## config.mk

```make
export PLATFORM = sky130hd
export DESIGN_NAME = seg7_capture
export DESIGN_NICKNAME = d
export VERILOG_FILES = /design/src/rtl/seg7_capture.sv
export SDC_FILE = /design/constraint.sdc
export NUM_CORES = 1
export LEC_CHECK = 0
export CORE_ASPECT_RATIO = 0.8
export CORE_MARGIN = 2
export CORE_UTILIZATION = 51
export CTS_CLUSTER_SIZE = 28
export DETAILED_ROUTE_END_ITERATION = 7
export HOLD_SLACK_MARGIN = 0.05
export PLACE_DENSITY = 0.76
export SYNTH_ARGS = -nofsm -noshare
export SYNTH_HDL_FRONTEND = slang
export SYNTH_SLANG_ARGS = --single-unit
```

## constraint.sdc

```tcl
create_clock -name clk -period 2 [get_ports clk]
set_clock_uncertainty 0.1 [all_clocks]
set_input_delay 0.3 -clock clk [delete_from_list [all_inputs] [get_ports clk]]
set_output_delay 0.3 -clock clk [all_outputs]
set_load 0.1 [all_outputs]
```

## src/rtl/seg7_capture.sv

```systemverilog
// Multiplexed 7-segment bus snooper: recovers debounced BCD per digit and flags illegal glyphs.
// Define SEG7_ALT_GLYPH_EN to accept the alternate 6/7/9 glyph shapes as legal.
module seg7_capture #(
  parameter int NUM_DIGITS   = 6,
  parameter int SETTLE_CYC   = 4,
  parameter int STABLE_SCANS = 3
) (
  input  logic                    clk,
  input  logic                    rst_n,
  input  logic [6:0]              seg_in,
  input  logic [NUM_DIGITS-1:0]   dig_sel,
  input  logic                    err_clr,
  output logic [4*NUM_DIGITS-1:0] bcd_out,
  output logic [NUM_DIGITS-1:0]   digit_valid,
  output logic [NUM_DIGITS-1:0]   update,
  output logic [NUM_DIGITS-1:0]   err
);

  localparam int SCW = (SETTLE_CYC < 1) ? 1 : $clog2(SETTLE_CYC + 1);
  localparam int CNW = (STABLE_SCANS < 1) ? 1 : $clog2(STABLE_SCANS + 1);
  localparam logic [SCW-1:0] SC_MAX  = SCW'(SETTLE_CYC);
  localparam logic [CNW-1:0] CNT_MAX = CNW'(STABLE_SCANS);

  typedef enum logic [1:0] {IDLE, SETTLE, HOLD} state_t;

  state_t                  state, state_nxt;
  logic [NUM_DIGITS-1:0]   sel_q, sel_q_nxt;
  logic [SCW-1:0]          sc, sc_nxt;
  logic                    sel_ok;
  logic                    sample;
  logic [4:0]              dec;
  logic                    legal;
  logic [3:0]              code;

  // Returns {legal, bcd}
  function automatic logic [4:0] decode(input logic [6:0] s);
    case (s)
      7'b1111110: decode = 5'h10;
      7'b0110000: decode = 5'h11;
      7'b1101101: decode = 5'h12;
      7'b1111001: decode = 5'h13;
      7'b0110011: decode = 5'h14;
      7'b1011011: decode = 5'h15;
      7'b1011111: decode = 5'h16;
      7'b1110000: decode = 5'h17;
      7'b1111111: decode = 5'h18;
      7'b1111011: decode = 5'h19;
`ifdef SEG7_ALT_GLYPH_EN
      7'b0011111: decode = 5'h16;
      7'b1110010: decode = 5'h17;
      7'b1110011: decode = 5'h19;
`endif
      default:    decode = 5'h00;
    endcase
  endfunction

  assign dec    = decode(seg_in);
  assign legal  = dec[4];
  assign code   = dec[3:0];
  assign sel_ok = $onehot(dig_sel);

  always_ff @(posedge clk or negedge rst_n) begin
    if (!rst_n) begin
      state <= IDLE;
      sel_q <= '0;
      sc    <= '0;
    end else begin
      state <= state_nxt;
      sel_q <= sel_q_nxt;
      sc    <= sc_nxt;
    end
  end

  // A single sample is taken once the select has held steady for SETTLE_CYC+1 edges
  always_comb begin
    state_nxt = state;
    sel_q_nxt = sel_q;
    sc_nxt    = sc;
    sample    = 1'b0;
    case (state)
      IDLE: begin
        if (sel_ok) begin
          state_nxt = SETTLE;
          sel_q_nxt = dig_sel;
          sc_nxt    = SCW'(1);
        end
      end
      SETTLE: begin
        if (!sel_ok) begin
          state_nxt = IDLE;
        end else if (dig_sel != sel_q) begin
          sel_q_nxt = dig_sel;
          sc_nxt    = SCW'(1);
        end else if (sc == SC_MAX) begin
          sample    = 1'b1;
          state_nxt = HOLD;
        end else begin
          sc_nxt = sc + SCW'(1);
        end
      end
      HOLD: begin
        if (!sel_ok) begin
          state_nxt = IDLE;
        end else if (dig_sel != sel_q) begin
          state_nxt = SETTLE;
          sel_q_nxt = dig_sel;
          sc_nxt    = SCW'(1);
        end
      end
      default: state_nxt = IDLE;
    endcase
  end

  for (genvar i = 0; i < NUM_DIGITS; i++) begin : g_digit
    logic [3:0]     cand;
    logic [3:0]     bcd_q;
    logic [CNW-1:0] cnt;
    logic [CNW-1:0] cnt_new;
    logic           valid_q;
    logic           upd_q;
    logic           err_q;
    logic           hit;
    logic           commit;

    assign hit = sample & sel_q[i];

    always_comb begin
      cnt_new = CNW'(1);
      if (code == cand) begin
        cnt_new = (cnt == CNT_MAX) ? CNT_MAX : cnt + CNW'(1);
      end
    end

    // Re-committing an unchanged saturated value must not pulse update
    assign commit = hit & legal & (cnt_new == CNT_MAX) & (~valid_q | (code != bcd_q));

    always_ff @(posedge clk or negedge rst_n) begin
      if (!rst_n) begin
        cand    <= '0;
        cnt     <= '0;
        bcd_q   <= '0;
        valid_q <= 1'b0;
        upd_q   <= 1'b0;
        err_q   <= 1'b0;
      end else begin
        upd_q <= commit;
        if (hit && legal) begin
          cand <= code;
          cnt  <= cnt_new;
        end else if (hit) begin
          cnt <= '0;
        end
        if (commit) begin
          bcd_q   <= code;
          valid_q <= 1'b1;
        end
        if (hit && !legal) begin
          err_q <= 1'b1;
        end else if (err_clr) begin
          err_q <= 1'b0;
        end
      end
    end

    assign bcd_out[4*i +: 4] = bcd_q;
    assign digit_valid[i]    = valid_q;
    assign update[i]         = upd_q;
    assign err[i]            = err_q;
  end

endmodule

```

# --- Word level (Yosys, flattened, before mapping) ---
# Index checks and enable logic that the tools add are counted.
op_classes:
  bitwise_logic: 36
  mux: 54
  n_eq_ne: 49
  n_reduce_logical: 32
  n_addsub: 12
ops:
  columns: ["operator", "n"]
  rows:
  - ["$mux 2", 30]
  - ["$eq 7x7->1 const B", 8]
  - ["$pmux 5 s10", 1]
  - ["$eq 2x2->1 const B", 13]
  - ["$reduce_bool 2->1", 13]
  - ["$and 1x1->1", 24]
  - ["$eq 4x4->1", 6]
  - ["$ne 4x4->1", 6]
  - ["$mux 3", 6]
  - ["$mux 6", 3]
  - ["$eq 7x6->1 const B", 2]
  - ["$add 2x1->2 const B", 6]
  - ["$logic_and 1x1->1", 12]
  - ["$ne 3x3->1 const B", 4]
  - ["$pmux 6 s2", 1]
  - ["$mux 1", 11]
  - ["$pmux 3 s3", 1]
  - ["$ne 2x2->1 const B", 4]
  - ["$reduce_and 4->1", 2]
  - ["$add 1x1->2", 3]
  - ["$ne 6x6->1", 1]
  - ["$not 1->1", 6]
  - ["$or 1x1->1", 6]
  - ["$pmux 2 s3", 1]
  - ["other kinds (12)", 13]
word_totals:
  output_inout_bits: 42
  reg_bits: 89

# --- Logic depth before layout (Yosys ltp) ---
logic_depth:
  ltp_word: 10
  ltp_mapped: 13

# --- Worst setup path after synthesis ---
# No wires, ideal clock.
synth_timing:
  kind: "input port to flip-flop"
  from: "input dig_sel[0]"
  to: "register g_digit[5].bcd_q[0]"
  arrival_time_ps: 3514
  stages: 12
  setup_time_ps: 126
  path_buffers: 0
  path_slack_ps: -1740
  t_required_ps: 1774
  path_cell_list: "inv_1 > fa_1 > fa_1 > inv_1 > ha_1 > fa_1 > nor3b_2 > nand4_1 > or3_1 > a21oi_4 > nand4_2 > mux2_2"
synth_between:
  elab_chain_len: 10
  elab_cells_between_ends: 12
synth_lines:
  columns: ["item", "line", "source"]
  rows:
  - ["from (decl)", "11", "input logic [NUM_DIGITS-1:0] dig_sel,"]
  - ["$add 1x1->2 (implied by the code)", "60", "assign sel_ok = $onehot(dig_sel);"]
  - ["$add 2x2->3 (implied by the code)", "60", null]
  - ["$add 3x2->3 (implied by the code)", "60", null]
  - ["$eq 3x1->1", "60", null]
  - ["$mux 1 (*)", "89", "if (!sel_ok) begin"]
  - ["$mux 1 (*)", "80", "case (state)"]
  - ["$and 1x1->1 (*)", "125", "assign hit = sample & sel_q[i];"]
  - ["$and 1x1->1 (*) (3 in a row)", "135", "assign commit = hit & legal & (cnt_new == CNT_MAX) & (~valid_q | (code != bcd_q));"]
  - ["to (signal assigned)", "154", "bcd_q <= code;"]
  - ["to (decl)", "116", "logic [3:0] bcd_q;"]
# Every way passes the cells marked *; elsewhere a longest branch is shown, timed or not.
# A chain may end at the register's enable or synchronous reset.

# --- Worst setup path in the final report ---
layout_timing:
  from: "input dig_sel[1]"
  to: "register g_digit[5].bcd_q[1]"
# Same word-level chain as after synthesis.

==> results.ini <==
[outcome]
status=finished with violations
violations=negative setup slack

[die]
die_y_um=91.1
core.rowCount=31
start_util_pct=53.0
die-width_um=113
die-area_um2=10300
core_um2=9110
io_pins=58

[global_route]
grt_first_pass_wirelength_mm=21.6
antenna_found_initial=0
grt_max_degree=44
grt_usage_pct=26.5
grt_pass1_vias=4326
grt_overflow_total=0

[logic_synthesis]
synth_edf_count=0
ys_types=57
muxShareOfSynthArea_pct=7.46
async_flop_share_pct=100
syn-num-nets=476
synthAdderAreaFrac_pct=3.05
syn_inst=450
synth_xor_area_share_pct=8.88
yosysWarningCount=0
synth.avg_cell_area_um2=10.7
synth_seq_area_share_pct=46.1
yosys.area_share.simple_pct=17.3
synth_top_family_by_area=simple AND/OR/NAND/NOR gates
syn-cell-area_um2=4830
synth_compound_area_share_pct=11.5
yosys_most_used_dff=dfrtp_1
synth_seq_cells=89

[worst_setup_path]
crit_chain=buf_8 -> inv_4 -> fa_1 -> fa_1 -> inv_1 -> ha_2 -> fa_1 -> nor3b_2 -> nand4_1 -> or3_4 -> a21oi_4 -> buf_12 -> nand4_4 -> mux2_4
critPathSlowestCell=fa_1
path_max_fanout=6
critPathKind=input port to flop
critPathMostFrequentCell=fa_1
end_kind=flop
r2r_slack_ns=-0.22
arrival_ns=3.56
slowest_delay_ns=0.49
cp.required_ns=2.13
startpoint_type=input port

[timing]
max_freq_ghz=0.292
worst_slew_pin_slew_ns=0.588
hold_violations=0
finalCriticalPeriod_ns=3.43
grt_setup_unrepaired=true
fin_ws_ns=-1.43
relSlewSlack_pct=60.6
final_max_slew_viol_count=0
hold_ws_ns=0.205
fin_crit_sh_pct=171
setup_viol_count_final=89

[finish]
finalInstanceArea_um2=7000
nFillCells=557
drive_above_1_share_pct=46.7
antennaDiodeCount=0
fin_nets=623
syn_to_final_growth_pct=44.9

[routing]
drtAntennaViolNets=0
drtIter0Drc=256
firstDrtPassIters=4
wire_per_inst_um=18.7
routed-via-count=4126
wl_mm=13.4
drc=0
vias_per_cell=5.75

[placed_design]
gp_congestion=0.878
io_buffers=57
dpl-instance-area_um2=6100
post-dp-hpwl_mm=8.57

[power]
power.density_nw_per_um2=686
leakage_uw=0.00327
power.ir.vdd_worst_mv=0.846

[hold_path]
hp-class=input port to flop

[clock_network]
clk_latency_ns=0.35
path_clk_slew_ns=0.06
cts_tree=built
clock-sinks=89
clock_path_buffers=2
cts_buffers=9
htree_levels=3
cts_root_buf=clkbuf_16

[flow_run]
drv_cap=0

[final timing paths]
path,cells past startpoint,start,to
min in group asynchronous,2,rst_n,g_digit[1].cnt[1]
worst min register to register,1,g_digit[1].valid_q,g_digit[1].valid_q
worst max-delay path,14,dig_sel[1],g_digit[5].bcd_q[1]
worst max register to register,8,sc[1],g_digit[5].bcd_q[1]
worst min-delay path,3,dig_sel[1],sel_q[1]
max in group asynchronous,3,rst_n,g_digit[1].bcd_q[3]
[report_power, final]
part / switching, uW / internal [uW] / total (uW)
sequential: 54.9 / 1870 / 1930
clock: 703 / 1030 / 1730
combinational: 638 / 504 / 1140
total: 1400 / 3410 / 4810
[cells in the mapped netlist, drive strengths merged (7+ instances only)]
| master | instances | area share, % |
|---|---|---|
| a21oi | 10 | 1.3 |
| a31oi | 11 | 1.4 |
| and2 | 8 | 1.1 |
| and3 | 8 | 1.2 |
| buf | 24 | 3.5 |
| clkbuf | 9 | 0.70 |
| dfrtp | 89 | 46 |
| ha | 7 | 1.8 |
| inv | 20 | 1.6 |
| mux2 | 32 | 7.5 |
| nand2 | 36 | 2.8 |
| nand3 | 15 | 1.6 |
| nand4 | 10 | 2.1 |
| nor2 | 9 | 0.70 |
| nor3 | 14 | 1.4 |
| o211ai | 8 | 1.2 |
| o21ai | 33 | 3.4 |
| o22ai | 7 | 0.91 |
| xnor2 | 43 | 7.8 |
[logic make-up after synthesis]
logic type,Yosys count
simple gates,132
flops,89
compound gates,85
buf+inv,53
xor+xnor,49
mux,32
fa+ha+maj,10
[critical path, delay by kind of cell]
family	cells	cell delay [ns]
adders and majority gates	4	1.58
and+or+nand+nor	4	0.85
muxes	1	0.34
buffers and inverters	4	0.32
AOI/OAI and AO/OA	1	0.16
[cells in the final DEF (no fill, tap or decap), types with 4 or more instances in the layout]
| master | n |
|---|---|
| nand4_4 | 6 |
| nor2_1 | 8 |
| o211ai_1 | 8 |
| nand2b_1 | 5 |
| clkbuf_16 | 9 |
| nand3_2 | 7 |
| clkdlybuf4s50_1 | 10 |
| o22ai_2 | 7 |
| a21oi_1 | 6 |
| nor3_1 | 6 |
| dfrtp_1 | 89 |
| xor2_1 | 6 |
| nor3_2 | 5 |
| nand2_8 | 4 |
| inv_1 | 17 |
| nand3_1 | 8 |
| nand2_1 | 30 |
| nand4_1 | 4 |
| ha_1 | 6 |
| and2_1 | 6 |
| o21ai_1 | 29 |
| a32o_1 | 5 |
| buf_6 | 23 |
| xnor2_1 | 43 |
| and4b_1 | 4 |
| mux2_2 | 29 |
| nor4_2 | 4 |
| a31oi_1 | 8 |
| buf_4 | 124 |
| buf_12 | 8 |
[final cells by class]
| type | instances | area [um^2] | share of cell area [%] |
|---|---|---|---|
| multi-input combinational | 308 | 2740 | 39.1 |
| clock inverter | 5 | 53.8 | 0.768 |
| clock buffer | 11 | 253 | 3.61 |
| timing repair buffer | 169 | 1500 | 21.5 |
| tap | 115 | 144 | 2.05 |
| inverter | 20 | 85.1 | 1.21 |
| sequential | 89 | 2230 | 31.8 |
[per-layer routing]
layer / wire length [um] / up-vias / share of wire [%] / GRT usage (%)
met1: 5720 / 2063 / 43 / 33.5
li1: - / 1888 / - / -
met4: 325 / 0 / 2.4 / 9.45
met2: 6760 / 143 / 50 / 45.5
met5: 0 / - / 0 / 0
met3: 603 / 32 / 4.5 / 4.87
[stage by stage]
stage / worst slack [ns] / total power, uW / setup TNS, ns / utilization [%] / std cells
floorplan: -1.69 / 2370 / -127.94 / - / 450
global placement: -2.23 / 2810 / -179.85 / 67.0 / 687
detailed placement: -2.31 / 2840 / -185.55 / 67.0 / 687
CTS: -1.51 / 4710 / -112.09 / 75.3 / 715
global route: -1.53 / 4960 / -116.73 / 76.8 / 717
finish: -1.43 / 4810 / -107.27 / 76.8 / 717
[state kept, by name (all words and copies together), names as in the netlist]
register,count
state,2
g_digit.err_q,6
g_digit.upd_q,6
g_digit.cnt,12
g_digit.cand,24
g_digit.bcd_q,24
sc,3
sel_q,6
g_digit.valid_q,6
[timing repair]
| item | 4_1_cts | 5_1_grt |
|---|---|---|
| resized for setup | 118 | 22 |
| hold buffers | 1 | 0 |
| endpoints found under the hold margin | 28 | 0 |
| buffers inserted | 12 | 3 |
| pin swaps | 52 | 16 |
| setup endpoints to repair | 89 | 89 |
Power figures use the tool's default switching activity.
